`src/rtl/pc_sequencer_if.sv`:
```
// Control/CP0 <-> PC sequencer bundle: next-PC selection inputs and fetch-side status.
interface pc_sequencer_if;
  logic [2:0]  pc_sel;
  logic        branch_taken;
  logic [15:0] imm16;
  logic [25:0] instr_index;
  logic [31:0] jr_target;
  logic [31:0] epc;
  logic        exc_req;
  logic        stall_req;
  logic [31:0] pc;
  logic [31:0] pc_plus4;
  logic [31:0] npc;
  logic        exc_ack;
  logic        addr_err;
  logic        stalled;

  modport master (
    output pc_sel, branch_taken, imm16, instr_index, jr_target, epc, exc_req, stall_req,
    input  pc, pc_plus4, npc, exc_ack, addr_err, stalled
  );

  modport slave (
    input  pc_sel, branch_taken, imm16, instr_index, jr_target, epc, exc_req, stall_req,
    output pc, pc_plus4, npc, exc_ack, addr_err, stalled
  );
endinterface

```
`src/rtl/pc_sequencer.sv`:
```
// Program counter owner: picks the next fetch address from seq/branch/jump/jr/eret/vector,
// holding during multi-cycle stalls and trapping misaligned register jumps.
module pc_sequencer #(
  parameter logic [31:0] RESET_PC   = 32'h0040_0000,
  parameter logic [31:0] EXC_VECTOR = 32'h0040_0004
) (
  input  logic clk,
  input  logic rst_n,
  pc_sequencer_if.slave bus
);

  typedef enum logic {RUN, HOLD} state_t;

  localparam logic [2:0] SEL_SEQ    = 3'd0;
  localparam logic [2:0] SEL_BRANCH = 3'd1;
  localparam logic [2:0] SEL_JUMP   = 3'd2;
  localparam logic [2:0] SEL_JR     = 3'd3;
  localparam logic [2:0] SEL_ERET   = 3'd4;

  state_t      state, state_nxt;
  logic [31:0] pc_q, pc_nxt;
  logic        exc_ack_q, exc_ack_nxt;
  logic        addr_err_q, addr_err_nxt;

  logic [31:0] pc_plus4, br_target, j_target, sel_pc;
  logic        jr_misaligned, trap;

  assign pc_plus4      = pc_q + 32'd4;
  assign br_target     = pc_plus4 + {{14{bus.imm16[15]}}, bus.imm16, 2'b00};
  assign j_target      = {pc_plus4[31:28], bus.instr_index, 2'b00};
  assign jr_misaligned = (bus.pc_sel == SEL_JR) && (bus.jr_target[1:0] != 2'b00);
  assign trap          = bus.exc_req || jr_misaligned;

  // Source mux; unused encodings 5-7 fall through to sequential.
  always_comb begin
    sel_pc = pc_plus4;
    case (bus.pc_sel)
      SEL_BRANCH: if (bus.branch_taken) sel_pc = br_target;
      SEL_JUMP:   sel_pc = j_target;
      SEL_JR:     sel_pc = bus.jr_target;
      SEL_ERET:   sel_pc = bus.epc;
      default:    sel_pc = pc_plus4;
    endcase
  end

  // Traps outrank the stall in both states, so an exception always aborts a HOLD.
  always_comb begin
    state_nxt    = state;
    pc_nxt       = pc_q;
    exc_ack_nxt  = 1'b0;
    addr_err_nxt = 1'b0;
    if (trap) begin
      state_nxt    = RUN;
      pc_nxt       = EXC_VECTOR;
      exc_ack_nxt  = 1'b1;
      addr_err_nxt = !bus.exc_req;
    end else if (bus.stall_req) begin
      state_nxt = HOLD;
    end else begin
      state_nxt = RUN;
      pc_nxt    = sel_pc;
    end
  end

  always_ff @(posedge clk) begin
    if (!rst_n) begin
      state      <= RUN;
      pc_q       <= RESET_PC;
      exc_ack_q  <= 1'b0;
      addr_err_q <= 1'b0;
    end else begin
      state      <= state_nxt;
      pc_q       <= pc_nxt;
      exc_ack_q  <= exc_ack_nxt;
      addr_err_q <= addr_err_nxt;
    end
  end

  assign bus.pc       = pc_q;
  assign bus.pc_plus4 = pc_plus4;
  assign bus.npc      = trap ? EXC_VECTOR : sel_pc;
  assign bus.exc_ack  = exc_ack_q;
  assign bus.addr_err = addr_err_q;
  assign bus.stalled  = (state == HOLD);

endmodule

```
`src/flat_wrapper.sv`:
```
// flat-port wrapper written by rule: the top's interface ports become plain ports
module pc_sequencer_flat 
#(
  parameter logic [31:0] RESET_PC   = 32'h0040_0000,
  parameter logic [31:0] EXC_VECTOR = 32'h0040_0004
)
  (clk, rst_n, bus_pc_sel, bus_branch_taken, bus_imm16, bus_instr_index, bus_jr_target, bus_epc, bus_exc_req, bus_stall_req, bus_pc, bus_pc_plus4, bus_npc, bus_exc_ack, bus_addr_err, bus_stalled);
  pc_sequencer_if bus_i ();
  input  logic clk;
  input  logic rst_n;
  input wire logic [$bits(bus_i.pc_sel)-1:0] bus_pc_sel;
  input wire logic [$bits(bus_i.branch_taken)-1:0] bus_branch_taken;
  input wire logic [$bits(bus_i.imm16)-1:0] bus_imm16;
  input wire logic [$bits(bus_i.instr_index)-1:0] bus_instr_index;
  input wire logic [$bits(bus_i.jr_target)-1:0] bus_jr_target;
  input wire logic [$bits(bus_i.epc)-1:0] bus_epc;
  input wire logic [$bits(bus_i.exc_req)-1:0] bus_exc_req;
  input wire logic [$bits(bus_i.stall_req)-1:0] bus_stall_req;
  output wire logic [$bits(bus_i.pc)-1:0] bus_pc;
  output wire logic [$bits(bus_i.pc_plus4)-1:0] bus_pc_plus4;
  output wire logic [$bits(bus_i.npc)-1:0] bus_npc;
  output wire logic [$bits(bus_i.exc_ack)-1:0] bus_exc_ack;
  output wire logic [$bits(bus_i.addr_err)-1:0] bus_addr_err;
  output wire logic [$bits(bus_i.stalled)-1:0] bus_stalled;
  assign bus_i.pc_sel = bus_pc_sel;
  assign bus_i.branch_taken = bus_branch_taken;
  assign bus_i.imm16 = bus_imm16;
  assign bus_i.instr_index = bus_instr_index;
  assign bus_i.jr_target = bus_jr_target;
  assign bus_i.epc = bus_epc;
  assign bus_i.exc_req = bus_exc_req;
  assign bus_i.stall_req = bus_stall_req;
  assign bus_pc = bus_i.pc;
  assign bus_pc_plus4 = bus_i.pc_plus4;
  assign bus_npc = bus_i.npc;
  assign bus_exc_ack = bus_i.exc_ack;
  assign bus_addr_err = bus_i.addr_err;
  assign bus_stalled = bus_i.stalled;
  pc_sequencer #(.RESET_PC(RESET_PC), .EXC_VECTOR(EXC_VECTOR)) u_core (.clk(clk), .rst_n(rst_n), .bus(bus_i));
endmodule
```
`config.mk`:
```
export PLATFORM = sky130hd
export DESIGN_NAME = pc_sequencer_flat
export DESIGN_NICKNAME = d
export VERILOG_FILES = /design/src/rtl/pc_sequencer_if.sv /design/src/rtl/pc_sequencer.sv /design/src/flat_wrapper.sv
export SDC_FILE = /design/constraint.sdc
export NUM_CORES = 1
export LEC_CHECK = 0
export ABC_AREA = 1
export CORE_MARGIN = 3
export CORE_UTILIZATION = 49
export CTS_CLUSTER_SIZE = 24
export DETAILED_ROUTE_END_ITERATION = 8
export PLACE_DENSITY_LB_ADDON = 0.12
export SETUP_SLACK_MARGIN = 0.3
export SYNTH_ARGS = -nofsm -noshare
export SYNTH_HDL_FRONTEND = slang
export SYNTH_SLANG_ARGS = --single-unit
export TNS_END_PERCENT = 5
```
`constraint.sdc`:
```
create_clock -name clk -period 5.7 [get_ports clk]
set_input_delay 1.14 -clock clk [delete_from_list [all_inputs] [get_ports clk]]
set_output_delay 1.14 -clock clk [all_outputs]
set_load 0.05 [all_outputs]
```
==> After elaboration in Yosys (flattened, before gate mapping) <==
Cells that the tools add are included.
{ "classes": {"mux": 7, "add_sub_neg": 2, "n_eq_ne": 5, "n_bitwise": 1, "reduce_logical": 6} }
{ "op_table": {"columns": ["op", "n"], "rows": [
  ["case mux 32 bit (4 select lines)", 1],
  ["two-way mux 32 bit", 2],
  ["adder 32 x 3 -> 32 bit, second input constant", 1],
  ["adder 32 bit", 1],
  ["== test 3 x 2 -> 1 bit, second input constant", 2],
  ["two-way mux 3 bit", 2],
  ["== test 3 x 1 -> 1 bit, second input constant", 1],
  ["== test 3 bit, second input constant", 1],
  ["two-way mux 1 bit", 2],
  ["!= test 2 x 1 -> 1 bit, second input constant", 1],
  ["AND reduction 2 bit", 1],
  ["nonzero test 2 bit", 1],
  ["OR reduction 2 bit", 1],
  ["logical AND 1 bit", 1],
  ["logical NOT 1 bit", 1],
  ["logical OR 1 bit", 1],
  ["NOT 1 bit", 1]
]} }
{ "word_totals": {"inputBits": 114, "regBits": 35, "output_inout_bits": 99, "elab_cells": 26} }

==> Depth between registers and ports, before layout <==
Gate-level depths: netlist (run 1).
{ "depth": {"word_depth": 6, "depth_mapped": 27, "mapped_depth_nobuf": 27} }

==> Worst setup path before layout (run 1) <==
No wires, ideal clock.
{ "synth_timing": {"path_kind": "flip-flop to output port", "start": "register u_core.pc_q[5], in the netlist u_core.bus.pc[5]", "end": "output bus_npc[31]", "path_stages_with_launch": 19, "path_slack_ns": 0.600, "n_path_buf": 0, "required_ns": 4.560, "t_arrival_ns": 3.960, "cell_sequence": "dfxtp_1 > nand2_1 > nor2_1 > nand2_1 > xor2_1 > ha_1 > nand2_1 > inv_1 > nand2_1 > nand2_1 > a21oi_1 > nand2_1 > a21oi_1 > nand2_1 > nand3_1 > nand2_1 > nand2_1 > nand2_1 > nor2_1"} }
{ "synth_between": {"elab_chain_cells": 5} }
{ "synth_rtl": {"columns": ["item", "line", "rtl"], "rows": [
  ["start: declaration", "pc_sequencer.sv:21", "logic [31:0] pc_q, pc_nxt;"],
  ["start signal: assignment", "pc_sequencer.sv:73", "pc_q <= pc_nxt;"],
  ["adder 32 x 3 -> 32 bit", "pc_sequencer.sv:28", "assign pc_plus4 = pc_q + 32'd4;"],
  ["net bus_pc_plus4[9]", "flat_wrapper.sv:20", "output wire logic [$bits(bus_i.pc_plus4)-1:0] bus_pc_plus4;"],
  ["adder 32 bit", "pc_sequencer.sv:29", "assign br_target = pc_plus4 + {{14{bus.imm16[15]}}, bus.imm16, 2'b00};"],
  ["two-way mux 32 bit", "pc_sequencer.sv:38", "SEL_BRANCH: if (bus.branch_taken) sel_pc = br_target;"],
  ["case mux 32 bit (4 select lines)", "pc_sequencer.sv:37", "case (bus.pc_sel)"],
  ["two-way mux 32 bit", "pc_sequencer.sv:81", "assign bus.npc = trap ? EXC_VECTOR : sel_pc;"],
  ["end: declaration", "flat_wrapper.sv:21", "output wire logic [$bits(bus_i.npc)-1:0] bus_npc;"]
]} }
The timed path passes the listed nets, and every way through them passes these cells.

==> Final worst setup path (run 1) <==
{ "layout_timing": {"start": "register u_core.pc_q[3], in the netlist u_core.bus.pc[3]", "end": "output bus_npc[27]"} }
{ "layout_between": {"elab_chain_cells": 5} }
{ "layout_rtl": {"columns": ["item", "line"], "rows": [
  ["adder 32 x 3 -> 32 bit *", "pc_sequencer.sv:28"],
  ["adder 32 bit", "pc_sequencer.sv:29"],
  ["two-way mux 32 bit", "pc_sequencer.sv:38"],
  ["case mux 32 bit (4 select lines) *", "pc_sequencer.sv:37"],
  ["two-way mux 32 bit *", "pc_sequencer.sv:81"]
]} }
Mark *: on every way between the ends. The rest lies on a longest branch, timed or not.

==> impl_results.md, run 1 <==
* Top cell type's share of synthesized area at 25.5%
* Hold Fails Final Rpt at 0
* Top-count cell post-synth: nand2_1
* Vias in the first global route at 6985
* Startpoint Class: register
* DRC errors left at 0
* Leak at 4.10 nW
* Final Cycle Share at 88.7%
* First-pass GRT wire length at 36400 um
* Final Non-Filler Cells at 1363
* Critical Path RT at 4.56 ns
* Chip Width at 112 um
* Final ANT Viol Nets at 0
* Area Overhead vs Synth at 44.4%
* Top post-synthesis cells by area: nand2_1, dfxtp_1, inv_1, ha_1, nor2_1
* Wire per inst at 17.0 um
* Post-synthesis sequential area ratio at 12.6%
* Hold Path Class: register to register
* CTS Buf Count at 5
* Sink Count at 35
* IO buf count at 212
* Total placed cells including tap cells at 1356
* Reg2reg path depth at 24
* Post-Syn Instances at 1019
* Detailed placer's ending HPWL at 19300 um
* Max Cap Violations at 0
* Via density at 5.50
* Overflow after GRT at 0
* Slowest stage delay, CP at 0.44 ns
* Endpoint type of the worst setup path: output port
* Top FF cell, synth: dfxtp_1
* Worst hold stages at 2
* GRT Overall Usage at 35.9%
* H-tree depth at 2
* GPL Wtd Cong at 1.01
* Hold Buf Count CTS at 0
* Status: completed
* Clock-pin slew on the worst setup and hold paths at 0.05 ns
* Initial antenna violation count at 0
* Die ar. at 12600 sq um
* CTS tree: built
* CP max FO at 5
* Core Area at 10900 sq um
* Die Y at 112 um
* Final core occ at 73.2%
* Synth cell count leaders: nand2_1, inv_1, nor2_1
* Most used cell, CP: nand2_1
* Setup Crit Path Kind: register to output port
* Mapped Area at 5540 sq um
* Antenna diodes at 0
* Routed wire length at 23200 um
* Max Slew Vio Count at 0
* Post-CTS setup buffers at 0
* Crit-path cells: ha_1 > nand2_1 > inv_2 > nand2_4 > nor2_8 > nand2_4 > nor2_4 > xor2_1 > inv_1 > ha_1 > nand2_1 > inv_1 > nand2_1 > nand2_1 > a21oi_1 > nor2_1 > nor2_1 > nand3_1 > nand3_1 > nand2_1 > nand2_1 > nand2_1 > nor2_1 > buf_12
* PnR worst setup slack at 0.646 ns
* Max clock buf depth at 2
* Layout cell share with drive strength beyond 1 at 8.67%
* Power density over the cells at 135 nW/um^2
* Pre-antenna DRT Iters at 6
* Maximum vdd drop at 0.000186 V
* Setup slack at placement at 0.560 ns
* Standard-cell rows at 38
* Fmax at 0.198 GHz
* Ys Warns at 0
* Post-synth EDFFs at 0
* CP Data Arrival Time at 3.91 ns
* Final Critical Period at 5.05 ns
* Unique masters post-synth at 49
* Final setup violating endpoints at 0
* RSZ-0062 raised after global routing: no
* Worst clock skew at 0.00407 ns
* Clk_lat worst skew at 0.28 ns
* Asr flop ratio synth at 0%
* CTS Root Cell: clkbuf_16
* 1st-iter DRT viols at 698
* Worst slew pin tran at 0.719 ns
* Synth Register Bits at 35
* Syn_area_per_cell at 5.44 sq um
* Slew Limit Headroom at 52.0%
* Routed vias at 7502
* Starting Density at 50.7%
* Area leader, netlist: nand2_1
* Power Total at 0.00108 W
* Setup TNS at 0 ns
* Final #Nets at 1374
* Slowest stage cell on the critical path: dfxtp_1
* Boundary pin count at 213
* Post-Syn Nets at 1170
* Largest net degree at the start of global routing at 33
## where the power goes
part           internal [W]  total, W  switching (W)
Combinational      0.000211  0.000543       0.000332
Sequential         0.000253  0.000265      0.0000118
Clock              0.000170  0.000271       0.000100
Total              0.000634   0.00108       0.000444
## metal layers
layer	track usage, %	vias to the layer above	wire length (um)
met4	8.49	0	483
li1	-	3662	-
met1	49.3	3431	9790
met3	6.85	38	2340
met2	58.4	371	10600
met5	0	-	0
## metrics by stage
stage          hold WS [ns]  cell area [sq um]
6_report              0.515               8000
5_1_grt               0.551               8000
4_1_cts               0.511               7980
3_5_place_dp          0.501               7840
3_3_place_gp          0.494               7840
2_1_floorplan         0.703               5540
## logic make-up (layout without fill, tap and decap cells)
family	Yosys count	in the layout	share of synthesized area, %
buffers and inverters	189	393	13.3
AOI/OAI and AO/OA	149	149	17.0
adders and majority gates	37	37	8.49
xor gates and xnor gates	18	18	2.84
and+or+nand+nor	591	591	45.8
DFF	35	35	12.6
## cell usage in the layout, fill, tap and decap left out, types with 13 or more instances in the layout
cell             instances
nor2_1                  86
nand2_1                376
xor2_1                  13
a21oi_1                 52
a221oi_1                21
ha_1                    36
buf_4                   31
nand3_1                 59
nor2_2                  13
inv_2                   17
o21ai_0                 25
dfxtp_1                 34
inv_1                  147
clkdlybuf4s50_1        179
## registers in the layout, indices dropped and copies added (netlist names)
signal,count
u_core.bus.exc_ack,1
u_core.bus.addr_err,1
u_core.bus.pc,32
u_core.bus.stalled,1
## critical path: cells and delay by family (launching register included)
kind | cells | cell delay (ns)
AO/OA/AOI/OAI | 1 | 0.27
XOR/XNOR | 1 | 0.26
adder cells (fa/ha/maj) | 2 | 0.56
buffers and inverters | 4 | 0.46
flip-flops | 1 | 0.44
AND/OR/NAND/NOR | 16 | 1.63
## layout make-up
cell class,instances,area (sq um)
fill,987,2930
clock buffer,6,139
inverter,165,619
tap,140,175
clock inverter,1,5.00
multi-input combinational,795,4120
sequential,35,702
timing repair buffer,221,2240
## path summary, 6_finish.rpt
check | from | end | slack, ns
setup / recovery | u_core.bus.pc[3]$_SDFFE_PP0N_ | bus_npc[27] | 0.65
hold / removal | u_core.bus.pc[0]$_SDFFE_PP0N_ | u_core.bus.pc[0]$_SDFFE_PP0N_ | 0.52
setup reg to reg | u_core.bus.pc[3]$_SDFFE_PP0N_ | u_core.bus.pc[27]$_SDFFE_PP0N_ | 2.17
hold reg to reg | u_core.bus.pc[0]$_SDFFE_PP0N_ | u_core.bus.pc[0]$_SDFFE_PP0N_ | 0.52
## what timing repair did
item | 4_1_cts | 5_1_grt
resized for setup | 0 | 6
endpoints found under the hold margin | 0 | 0
setup endpoints to repair | 0 | 12
Power figures use the tool's default switching activity.
==> run 2: changes to the inputs <==
SETUP_SLACK_MARGIN = 0.02   (was 0.3)
==> run 2 against run 1 <==
  * Clock power about the same
  * First-iteration DRC count fell by 9.0%
  * Critical path depth is the same
  * Sequential share of layout area barely moved
  * Worst setup slack got worse by 0.20 ns
  * Maximum frequency shrank 3.8%
  * Hold slack worse by 0.0011 ns
  * Clock skew about the same
  * Total power is essentially flat
  * Wire length hardly changed
  * Register-to-register slack got worse by 0.17 ns
  * Critical path type unchanged
  * Highest routed layer unchanged
==> impl_results.md, run 2 (synthesized netlist as in run 1, its figures left out) <==
* Status: completed
* Hold Path Class: register to register
* Antenna diodes at 0 (unchanged)
* Setup TNS at 0 ns (unchanged)
* Slew Limit Headroom at 52.1% (+0.058 points)
* Number of gates resized after cts at 0 (unchanged)
* Initial antenna violation count at 0 (unchanged)
* Hold Buf Count CTS at 0 (unchanged)
* First-pass GRT wire length at 36400 um (unchanged)
* Worst clock skew at 0.00425 ns (+0.000184 ns)
* Max Cap Violations at 0 (unchanged)
* CP max FO at 6 (+1)
* H-tree depth at 2 (unchanged)
* CTS Root Cell: clkbuf_16
* Final Cycle Share at 92.1% (+3.5 points)
* Area occupied by multi-input gates at 4110 sq um (-0.42%)
* PnR worst setup slack at 0.448 ns (-0.198 ns)
* Critical Path RT at 4.56 ns (about the same)
* Routed wire length at 23200 um (about the same)
* Crit path max-delay family: simple AND/OR/NAND/NOR gates
* CP Data Arrival Time at 4.11 ns (+0.20 ns)
* DRC errors left at 0 (unchanged)
* Chip Width at 112 um (unchanged)
* CTS tree: built
* Post-CTS setup buffers at 0 (unchanged)
* Wire per inst at 17.0 um (about the same)
* Most used cell, CP: nand2_1
* Maximum vdd drop at 0.000185 V (-0.40%)
* Power density over the cells at 135 nW/um^2 (+0.25%)
* GRT Overall Usage at 35.9% (unchanged)
* Slowest stage delay, CP at 0.47 ns (+0.03 ns)
* Pre-antenna DRT Iters at 8 (+2)
* IO buf count at 212 (unchanged)
* Boundary pin count at 213 (unchanged)
* Final ANT Viol Nets at 0 (unchanged)
* Detailed placer's ending HPWL at 19300 um (unchanged)
* Final Critical Period at 5.25 ns (+0.198 ns)
* Fill cells at 988 (+0.10%)
* Standard-cell rows at 38 (unchanged)
* RSZ-0062 raised after global routing: no
* WHS at 0.514 ns (-0.00111 ns)
* Slowest stage cell on the critical path: dfxtp_1
* Largest net degree at the start of global routing at 33 (unchanged)
* Core Area at 10900 sq um (unchanged)
* Overflow after GRT at 0 (unchanged)
* Leak at 4.08 nW (-0.28%)
* Max Slew Vio Count at 0 (unchanged)
* Leading cell type in the layout, fill and taps excluded: nand2_1
* Sink Count at 35 (unchanged)
* Worst slew pin tran at 0.717 ns (-0.00194 ns)
* Startpoint Class: register
* Clk_lat worst skew at 0.28 ns (about the same)
* Setup Crit Path Kind: register to output port
* Fmax at 0.190 GHz (-3.8%)
* Power Total at 0.00108 W (about the same)
* Endpoint type of the worst setup path: output port
* Area Overhead vs Synth at 44.0%
* Die ar. at 12600 sq um (unchanged)
* Setup slack at placement at 0.560 ns (unchanged)
* 1st-iter DRT viols at 635 (-9.0%)
* Most frequent cells in the layout: nand2_1, clkdlybuf4s50_1, inv_1
* Vias in the first global route at 6985 (unchanged)
* GPL Wtd Cong at 1.01 (unchanged)
* Max reg flops at 32 (unchanged)
* Seq. cell area at 701 sq um (-0.18%)
* Max clock buf depth at 2 (unchanged)
* Worst path bufs/invs at 4 (unchanged)
* Hold Fails Final Rpt at 0 (unchanged)
* Via density at 5.47 (-0.69%)
* Starting Density at 50.7% (unchanged)
* Routed vias at 7450 (-0.69%)
* Final #Nets at 1374 (unchanged)
* Layout cell share with drive strength beyond 1 at 8.34% (-0.33 points)
* Crit-path cells: ha_1 > nand2_1 > inv_2 > nand2_4 > nor2_8 > nand2_1 > o21ai_0 > inv_1 > ha_1 > nand2_1 > inv_1 > nand2_1 > nor3_1 > nand2_1 > nand2_1 > nand2_1 > nand2_1 > nand2_1 > nand3_1 > nand2_1 > nand2_1 > nand2_1 > nor2_1 > buf_12
* CTS Buf Count at 5 (unchanged)
* Clock-pin slew on the worst setup and hold paths at 0.05 ns (about the same)
* Die Y at 112 um (unchanged)
* Final setup violating endpoints at 0 (unchanged)
-- run 2: cell types whose count changed in the layout (fill, tap and decap cells not counted), sizes merged --
cell and change:
dlymetal6s2s -1, clkdlybuf4s50 +1
-- run 2: worst paths after layout --
path	startpoint	endpoint	slack, ns	cells after the start
hold reg to reg	u_core.bus.pc[28]$_SDFFE_PP0N_	u_core.bus.pc[28]$_SDFFE_PP0N_	0.51	2
setup / recovery	u_core.bus.pc[2]$_SDFFE_PN0P_	bus_npc[23]	0.45	24
setup reg to reg	u_core.bus.pc[2]$_SDFFE_PN0P_	u_core.bus.pc[22]$_SDFFE_PP1N_	2.00	22
hold / removal	u_core.bus.pc[28]$_SDFFE_PP0N_	u_core.bus.pc[28]$_SDFFE_PP0N_	0.51	2
-- run 2: through the flow --
stage	cell area, sq um	cells	util (%)
CTS	7980	1363	73.0
finish	7980	1363	73.0
detailed placement	7840	1356	71.7
global route	7980	1363	73.0
floorplan	5540	1019	-
global placement	7840	1356	71.7
-- run 2: layout make-up --
type / instances / share of cell area [%]
Inverter: 165 / 7.76
Timing Repair Buffer: 221 / 28.0
Tap cell: 140 / 2.20
Clock buffer: 6 / 1.74
Multi-Input combinational cell: 795 / 51.5
Sequential cell: 35 / 8.78
Clock inverter: 1 / 0.0627
-- run 2: power breakdown --
part           internal, W  total [W]  switching (W)
Clock             0.000170   0.000271       0.000101
Combinational     0.000211   0.000543       0.000332
Sequential        0.000253   0.000264      0.0000117
Total             0.000634    0.00108       0.000444
-- run 2: worst reg2reg max path: cells and delay by family (launching register included) --
| family | cells | cell delay [ns] |
|---|---|---|
| compound gates | 1 | 0.45 |
| simple gates | 16 | 1.67 |
| fa+ha+maj | 2 | 0.67 |
| buf+inv | 3 | 0.31 |
| flops | 1 | 0.47 |
-- run 2: metal layers --
layer / up-vias / GRT usage, % / part of all wire, %
li1: 3665 / - / -
met2: 377 / 58.4 / 46
met3: 35 / 6.85 / 10
met5: - / 0 / 0
met1: 3373 / 49.3 / 42
met4: 0 / 8.49 / 1.9
